--- config.mk ---
export PLATFORM = sky130hd
export DESIGN_NAME = exec_mem_stage
export DESIGN_NICKNAME = d
export VERILOG_FILES = /design/src/rtl/exec_mem_pkg.sv /design/src/rtl/alu_param.sv /design/src/rtl/exec_mem_stage.sv
export SDC_FILE = /design/constraint.sdc
export NUM_CORES = 2
export LEC_CHECK = 0
export ABC_AREA = 1
export BUFFER_PORTS_ARGS = -buffer_cell sky130_fd_sc_hd__buf_2
export CORE_ASPECT_RATIO = 1.4
export CORE_MARGIN = 1.5
export CORE_UTILIZATION = 35
export DETAILED_ROUTE_END_ITERATION = 6
export PLACE_DENSITY = 0.47
export SYNTH_ARGS = -nofsm -noshare
export SYNTH_HDL_FRONTEND = slang
export SYNTH_SLANG_ARGS = --single-unit
--- constraint.sdc ---
create_clock -name clk -period 4.4 [get_ports clk]
set_input_delay 0.66 -clock clk [delete_from_list [all_inputs] [get_ports clk]]
set_output_delay 0.66 -clock clk [all_outputs]
set_load 0.02 [all_outputs]
--- src/rtl/exec_mem_pkg.sv ---
// Shared encodings for the execute/memory back end and its ALU.
// ALU op codes, writeback source selects and the stage FSM states.
package exec_mem_pkg;

    localparam logic [2:0] ALU_ADD = 3'b000;
    localparam logic [2:0] ALU_SUB = 3'b001;
    localparam logic [2:0] ALU_AND = 3'b010;
    localparam logic [2:0] ALU_OR  = 3'b011;
    localparam logic [2:0] ALU_SLT = 3'b101;

    localparam logic [1:0] RES_ALU = 2'b00;
    localparam logic [1:0] RES_MEM = 2'b01;
    localparam logic [1:0] RES_PC4 = 2'b10;

    typedef enum logic [1:0] {
        ST_IDLE,
        ST_MEM,
        ST_DONE
    } state_t;

endpackage

--- src/rtl/alu_param.sv ---
// Combinational XLEN-wide ALU with zero flag; zero latency, no backpressure.
// Unlisted op codes produce 0 so the branch unit sees a defined Zero.
module alu_param
    import exec_mem_pkg::*;
#(
    parameter int XLEN = 32
) (
    input  logic [XLEN-1:0] a,
    input  logic [XLEN-1:0] b,
    input  logic [2:0]      op,
    output logic [XLEN-1:0] y,
    output logic            zero
);

    always_comb begin
        y = '0;
        case (op)
            ALU_ADD: y = a + b;
            ALU_SUB: y = a - b;
            ALU_AND: y = a & b;
            ALU_OR:  y = a | b;
            ALU_SLT: y = {{(XLEN-1){1'b0}}, ($signed(a) < $signed(b))};
            default: y = '0;
        endcase
    end

    assign zero = (y == '0);

endmodule

--- src/rtl/exec_mem_stage.sv ---
// Multi-cycle execute/memory/writeback stage: one instruction in flight at a time.
// Latency 1 cycle for ALU/link ops, MEM_LATENCY+2 for loads/stores; holds Result until out_ready.
module exec_mem_stage
    import exec_mem_pkg::*;
#(
    parameter int XLEN        = 32,
    parameter int MEM_DEPTH   = 64,
    parameter int MEM_LATENCY = 2
) (
    input  logic            clk,
    input  logic            reset,
    input  logic            in_valid,
    output logic            in_ready,
    input  logic [XLEN-1:0] SrcA,
    input  logic [XLEN-1:0] WriteData,
    input  logic [XLEN-1:0] ImmExt,
    input  logic [XLEN-1:0] PCPlus4,
    input  logic [2:0]      ALUControl,
    input  logic            ALUSrc,
    input  logic            MemWrite,
    input  logic [1:0]      ResultSrc,
    output logic            out_valid,
    input  logic            out_ready,
    output logic [XLEN-1:0] Result,
    output logic            zero,
    output logic            misaligned
);

    localparam int AW = $clog2(MEM_DEPTH);
    localparam int CW = (MEM_LATENCY > 0) ? $clog2(MEM_LATENCY + 1) : 1;

    state_t            state;
    logic [CW-1:0]     cnt;
    logic [AW-1:0]     addr_q;
    logic [XLEN-1:0]   wdata_q;
    logic              memwrite_q;
    logic              load_q;
    logic [XLEN-1:0]   mem [MEM_DEPTH];

    logic [XLEN-1:0]   src_b;
    logic [XLEN-1:0]   alu_y;
    logic              alu_zero;
    logic              is_mem;
    logic              ram_we;

    assign src_b  = ALUSrc ? ImmExt : WriteData;
    assign is_mem = MemWrite | (ResultSrc == RES_MEM);

    alu_param #(.XLEN(XLEN)) u_alu (
        .a    (SrcA),
        .b    (src_b),
        .op   (ALUControl),
        .y    (alu_y),
        .zero (alu_zero)
    );

    assign in_ready  = (state == ST_IDLE);
    assign out_valid = (state == ST_DONE);

    // Reset also gates the write so an aborted store never lands in the RAM.
    assign ram_we = (state == ST_MEM) && (cnt == '0) && memwrite_q && !reset;

    always_ff @(posedge clk) begin
        if (ram_we) begin
            mem[addr_q] <= wdata_q;
        end
    end

    always_ff @(posedge clk or posedge reset) begin
        if (reset) begin
            state      <= ST_IDLE;
            cnt        <= '0;
            addr_q     <= '0;
            wdata_q    <= '0;
            memwrite_q <= 1'b0;
            load_q     <= 1'b0;
            Result     <= '0;
            zero       <= 1'b0;
            misaligned <= 1'b0;
        end else begin
            case (state)
                ST_IDLE: begin
                    if (in_valid) begin
                        zero       <= alu_zero;
                        misaligned <= is_mem && (alu_y[1:0] != 2'b00);
                        Result     <= (ResultSrc == RES_PC4) ? PCPlus4 : alu_y;
                        addr_q     <= alu_y[AW+1:2];
                        wdata_q    <= WriteData;
                        memwrite_q <= MemWrite;
                        load_q     <= (ResultSrc == RES_MEM);
                        cnt        <= CW'(MEM_LATENCY);
                        state      <= is_mem ? ST_MEM : ST_DONE;
                    end
                end
                ST_MEM: begin
                    if (cnt == '0) begin
                        if (load_q) begin
                            Result <= mem[addr_q];
                        end
                        state <= ST_DONE;
                    end else begin
                        cnt <= cnt - CW'(1);
                    end
                end
                ST_DONE: begin
                    if (out_ready) begin
                        state <= ST_IDLE;
                    end
                end
                default: state <= ST_IDLE;
            endcase
        end
    end

endmodule

==> results.rst <==
.. list-table::
   :header-rows: 1

   * - Metric
     - Value
   * - Sinks on the clock net
     - between 2000 and 2500
   * - Postcts setup bufs
     - 0
   * - Clock buffers created by TritonCTS
     - 206
   * - Cell Int Power
     - 0.03991 W
   * - Post-CTS Resized
     - 0
   * - Post-layout minimum cycle time
     - between 4 and 5 ns
   * - Timing startpoint of the critical path
     - WriteData[0]
   * - Commonest cells after routing, fill and taps aside
     - sky130_fd_sc_hd__edfxtp_1, sky130_fd_sc_hd__nand2_1, sky130_fd_sc_hd__inv_1
   * - Clock root buffer
     - sky130_fd_sc_hd__clkbuf_16
   * - Average via count per standard cell
     - 5.422
   * - Post-synthesis cell count
     - 6716
   * - Leading cell type in the layout, fill and taps excluded
     - sky130_fd_sc_hd__edfxtp_1
   * - Number of maximum-capacitance violations
     - 0
   * - Routability-driven placement congestion ratio
     - around 0.97
   * - Part of the cycle the worst path needs
     - roughly 94%
   * - Initial detailed-routing violation count
     - about 6000
   * - Effective utilization at floorplan
     - about a third
   * - Critical-path top delay cell
     - sky130_fd_sc_hd__dlygate4sd3_1
   * - Final Hold Slack
     - roughly 0.067 ns
   * - Height of the die
     - roughly 590 um
   * - Placed cell areas
     - between 90000 and 100000 um2
   * - # fillers
     - about 23000
   * - Post-CTS clock slew at the launch and capture registers of the worst setup and hold paths
     - about 0.06 ns
   * - Overall power of the completed layout
     - between 0.06 and 0.07 W
   * - Violated checks
     - DRC
   * - Site Rows
     - 215
   * - Arrival time at the worst endpoint
     - 4.89 ns
   * - Post-DP HPWL
     - between 200 and 250 mm
   * - Sequential area share after synthesis
     - 73.58%
   * - Synthesized area
     - roughly 86000 um2
   * - Worst r2r path cells
     - 12
   * - Sequential cell fraction of total power
     - ~43%
   * - CP Max Fanout
     - 4
   * - Number of antenna violations at the first check in global routing
     - 24
   * - Number of top-level pins
     - 175
   * - TritonCTS clock tree
     - yes
   * - Layout cells sized above 1
     - 14.64%
   * - Total length of routed wires
     - 331.1 mm
   * - Buffering stage count on the worst path with inverters included
     - 6
   * - Worst EP required
     - 5.16 ns
   * - Layout Skew
     - approximately 0.082 ns
   * - Cells along the critical path
     - dlygate4sd3_1, buf_2, o21ai_0, buf_4, inv_1, ha_1, fa_1, inv_1, buf_4, nand3_1, nand3_1, nand2_1, nand3_1, nand2_1, nand2_1, nand2_1, nand3_1, nand3_1, nor2_1, nand2_1, nor2_1, nand2_1, o21bai_1
   * - Unrepaired setup endpoints after global routing
     - no
   * - End point of the critical path
     - zero$_DFFE_PP0P_
   * - Critical Path Sink Type
     - register
   * - Worst slew margin
     - 13.31%
   * - Antenna-violating nets left
     - 0
   * - Flip-flop cell with the highest count after synthesis
     - sky130_fd_sc_hd__edfxtp_1
   * - Library cell appearing most often on the critical path
     - sky130_fd_sc_hd__nand2_1
   * - Yosys warning count
     - 0
   * - Number of remaining DRC errors
     - 8
   * - Static leakage
     - 36.55 nW
   * - H-tree Lvls
     - 4
   * - Fin nets
     - 7510
   * - Largest delay contributor family on the critical path
     - simple AND/OR/NAND/NOR gates
   * - Final setup viols
     - 0
   * - Final routed wire length divided by cell count
     - roughly 31 um
   * - Core Region
     - 245100 um2
   * - Number of distinct library cells after synthesis
     - between 40 and 50
   * - Final Hold Viols
     - 0
   * - Run status
     - finished, violations left
   * - Fmax
     - between 0.2 and 0.25 GHz
   * - Slew of the pin with the lowest slew margin
     - roughly 1.3 ns
   * - Combinational share of power
     - around 29%
   * - Multi-input logic area
     - ~20000 um2
   * - Launch instance of the worst register-to-register path
     - addr_q[1]$_DFFE_PP0P_
   * - Max-slew violation count
     - 0
   * - Maximum number of pins on one net before global-route repair
     - between 70 and 80
   * - Largest buffer count on any clock path
     - 4
   * - Total number of vias
     - 57960
   * - Launching element type of the critical path
     - input port
   * - First-pass iteration count of the detailed router
     - 7
   * - Die Wd
     - ~420 um
   * - Crit path depth
     - 23
   * - Total grt overflow
     - 0
   * - Die Area
     - between 200000 and 250000 um2
   * - VDD IR max
     - ~0.00054 V
   * - Type of the most critical hold path
     - input port to register
   * - Synthesized net count
     - between 6000 and 7000
   * - Wire length of the first global-routing pass
     - 456.0 mm
   * - Fraction of synthesis flops using an asynchronous set or reset pin
     - under 10%
   * - Net switching power
     - roughly 0.023 W
   * - Total global routing track utilization
     - around a quarter
   * - Type of the setup path with the least slack
     - input port to register
   * - Slowest stage delay, CP
     - 0.53 ns
   * - Sw Share
     - around 36%
   * - Clock latency on the worst-skew pair
     - approximately 0.89 ns
   * - Vias in the first global route
     - about 57000
   * - Synthesized area divided by synthesized cell count
     - ~13 um2
   * - Power density of the placed cells
     - between 600 and 700 nW/um2
   * - R2R Path End
     - Result[0]$_DFFE_PP0P_
   * - Port Buffer Count
     - roughly 170
   * - Count of flip-flops with a built-in enable after synthesis
     - 2048
   * - Slack of the worst reg-to-reg path
     - between 0.3 and 0.4 ns
   * - Final sum of negative setup slack
     - 0 ns
   * - Area growth from synthesis to layout
     - 17.61%
   * - Flip-flop and latch count after synthesis
     - around 2100
   * - Register area
     - approximately 63000 um2
   * - Proportion of power drawn by the clock network
     - around 28%
   * - Final instance area
     - 101400 um2
power groups by stage:
stage	clock network [W]	logic [W]	registers [W]
5_1_grt	0.0186	0.0189	0.0272
6_report	0.0176	0.0179	0.0271
4_1_cts	0.0179	0.0181	0.0271
2_1_floorplan	0	0.00746	0.0273
3_5_place_dp	0	0.0180	0.0275
3_3_place_gp	0	0.0179	0.0274
synthesized netlist by cell type, types with 16 or more instances:
cell type | count | area, um2
sky130_fd_sc_hd__inv_1 | 438 | 1644
sky130_fd_sc_hd__a22o_1 | 44 | 385.4
sky130_fd_sc_hd__a221oi_1 | 202 | 1769
sky130_fd_sc_hd__inv_2 | 17 | 63.81
sky130_fd_sc_hd__o22ai_1 | 22 | 137.6
sky130_fd_sc_hd__nand4_1 | 219 | 1370
sky130_fd_sc_hd__buf_1 | 24 | 90.09
sky130_fd_sc_hd__and3_1 | 25 | 156.4
sky130_fd_sc_hd__buf_2 | 174 | 870.8
sky130_fd_sc_hd__nand3_1 | 247 | 1236
sky130_fd_sc_hd__edfxtp_1 | 2048 | 61500
sky130_fd_sc_hd__a221oi_2 | 18 | 270.3
sky130_fd_sc_hd__nand2_1 | 1986 | 7455
sky130_fd_sc_hd__a21oi_1 | 149 | 745.7
sky130_fd_sc_hd__clkbuf_1 | 92 | 345.3
sky130_fd_sc_hd__buf_6 | 16 | 180.2
sky130_fd_sc_hd__nor3_1 | 24 | 120.1
sky130_fd_sc_hd__a22oi_1 | 280 | 2102
sky130_fd_sc_hd__ha_1 | 107 | 1339
sky130_fd_sc_hd__o21ai_0 | 120 | 600.6
sky130_fd_sc_hd__nor2_1 | 283 | 1062
sky130_fd_sc_hd__dfrtp_1 | 78 | 1952
per-stage QoR:
step / cells / utilization [%] / setup slack (ns)
floorplan: 6716 / - / 0.3828
detailed placement: 10300 / 38.70 / -0.2188
finish: 10690 / 41.39 / 0.2703
CTS: 10680 / 41.37 / 0.3168
global placement: 10300 / 38.70 / -0.2089
global route: 10680 / 41.38 / 0.01551
routing by layer:
metal / GRT usage (%) / vias up / share of wire (%)
met5: 0 / - / 0.0060
met4: 11.78 / 2 / 5.1
met3: 2.901 / 476 / 5.4
met2: 45.59 / 2099 / 50
met1: 32.20 / 29970 / 39
li1: - / 25420 / -
worst min path at each step:
stage | from | end | slack, ns | depth (start not counted)
after floorplan | memwrite_q$_DFFE_PP0P_ | memwrite_q$_DFFE_PP0P_ | 0.45 | 2
after global placement | Result[12]$_DFFE_PP0P_ | Result[12]$_DFFE_PP0P_ | 0.46 | 2
after detailed placement | Result[17]$_DFFE_PP0P_ | Result[17]$_DFFE_PP0P_ | 0.46 | 2
after CTS | WriteData[3] | wdata_q[3]$_DFFE_PP0P_ | 0.004 | 3
after global routing | WriteData[3] | wdata_q[3]$_DFFE_PP0P_ | 0.04 | 3
final | WriteData[7] | wdata_q[7]$_DFFE_PP0P_ | 0.07 | 3
logic make-up after synthesis:
family,share of synthesized area (%)
compound gates,7.564
flops,73.58
fa+ha+maj,1.599
simple gates,13.46
buf+inv,3.804
cell type report:
class | count | share of cell area, %
diodes | 11 | 0.02714
clock buffers | 250 | 5.317
clock inverters | 121 | 1.076
inverters | 456 | 1.751
multi-input cells | 3817 | 19.78
flip-flops and latches | 2126 | 62.60
well taps | 3255 | 4.016
repair buffers | 655 | 5.438
flip-flops by register name, summed over array words and instances, names as in the netlist:
name	cells
mem	2048
cnt	2
zero	1
addr_q	6
wdata_q	32
Result	32
load_q	1
memwrite_q	1
state	2
misaligned	1
tightest hold or removal path: stages:
cell and delay, ns:
sky130_fd_sc_hd__buf_2 0.14, sky130_fd_sc_hd__nand2_1 0.07, sky130_fd_sc_hd__nand2_1 0.05
what timing repair did:
item / CTS / global route
hold buffers: 8 / 0
hold endpoints to repair: 8 / 0
endpoints found under the setup margin: 0 / 0
Power figures use the tool's default switching activity.
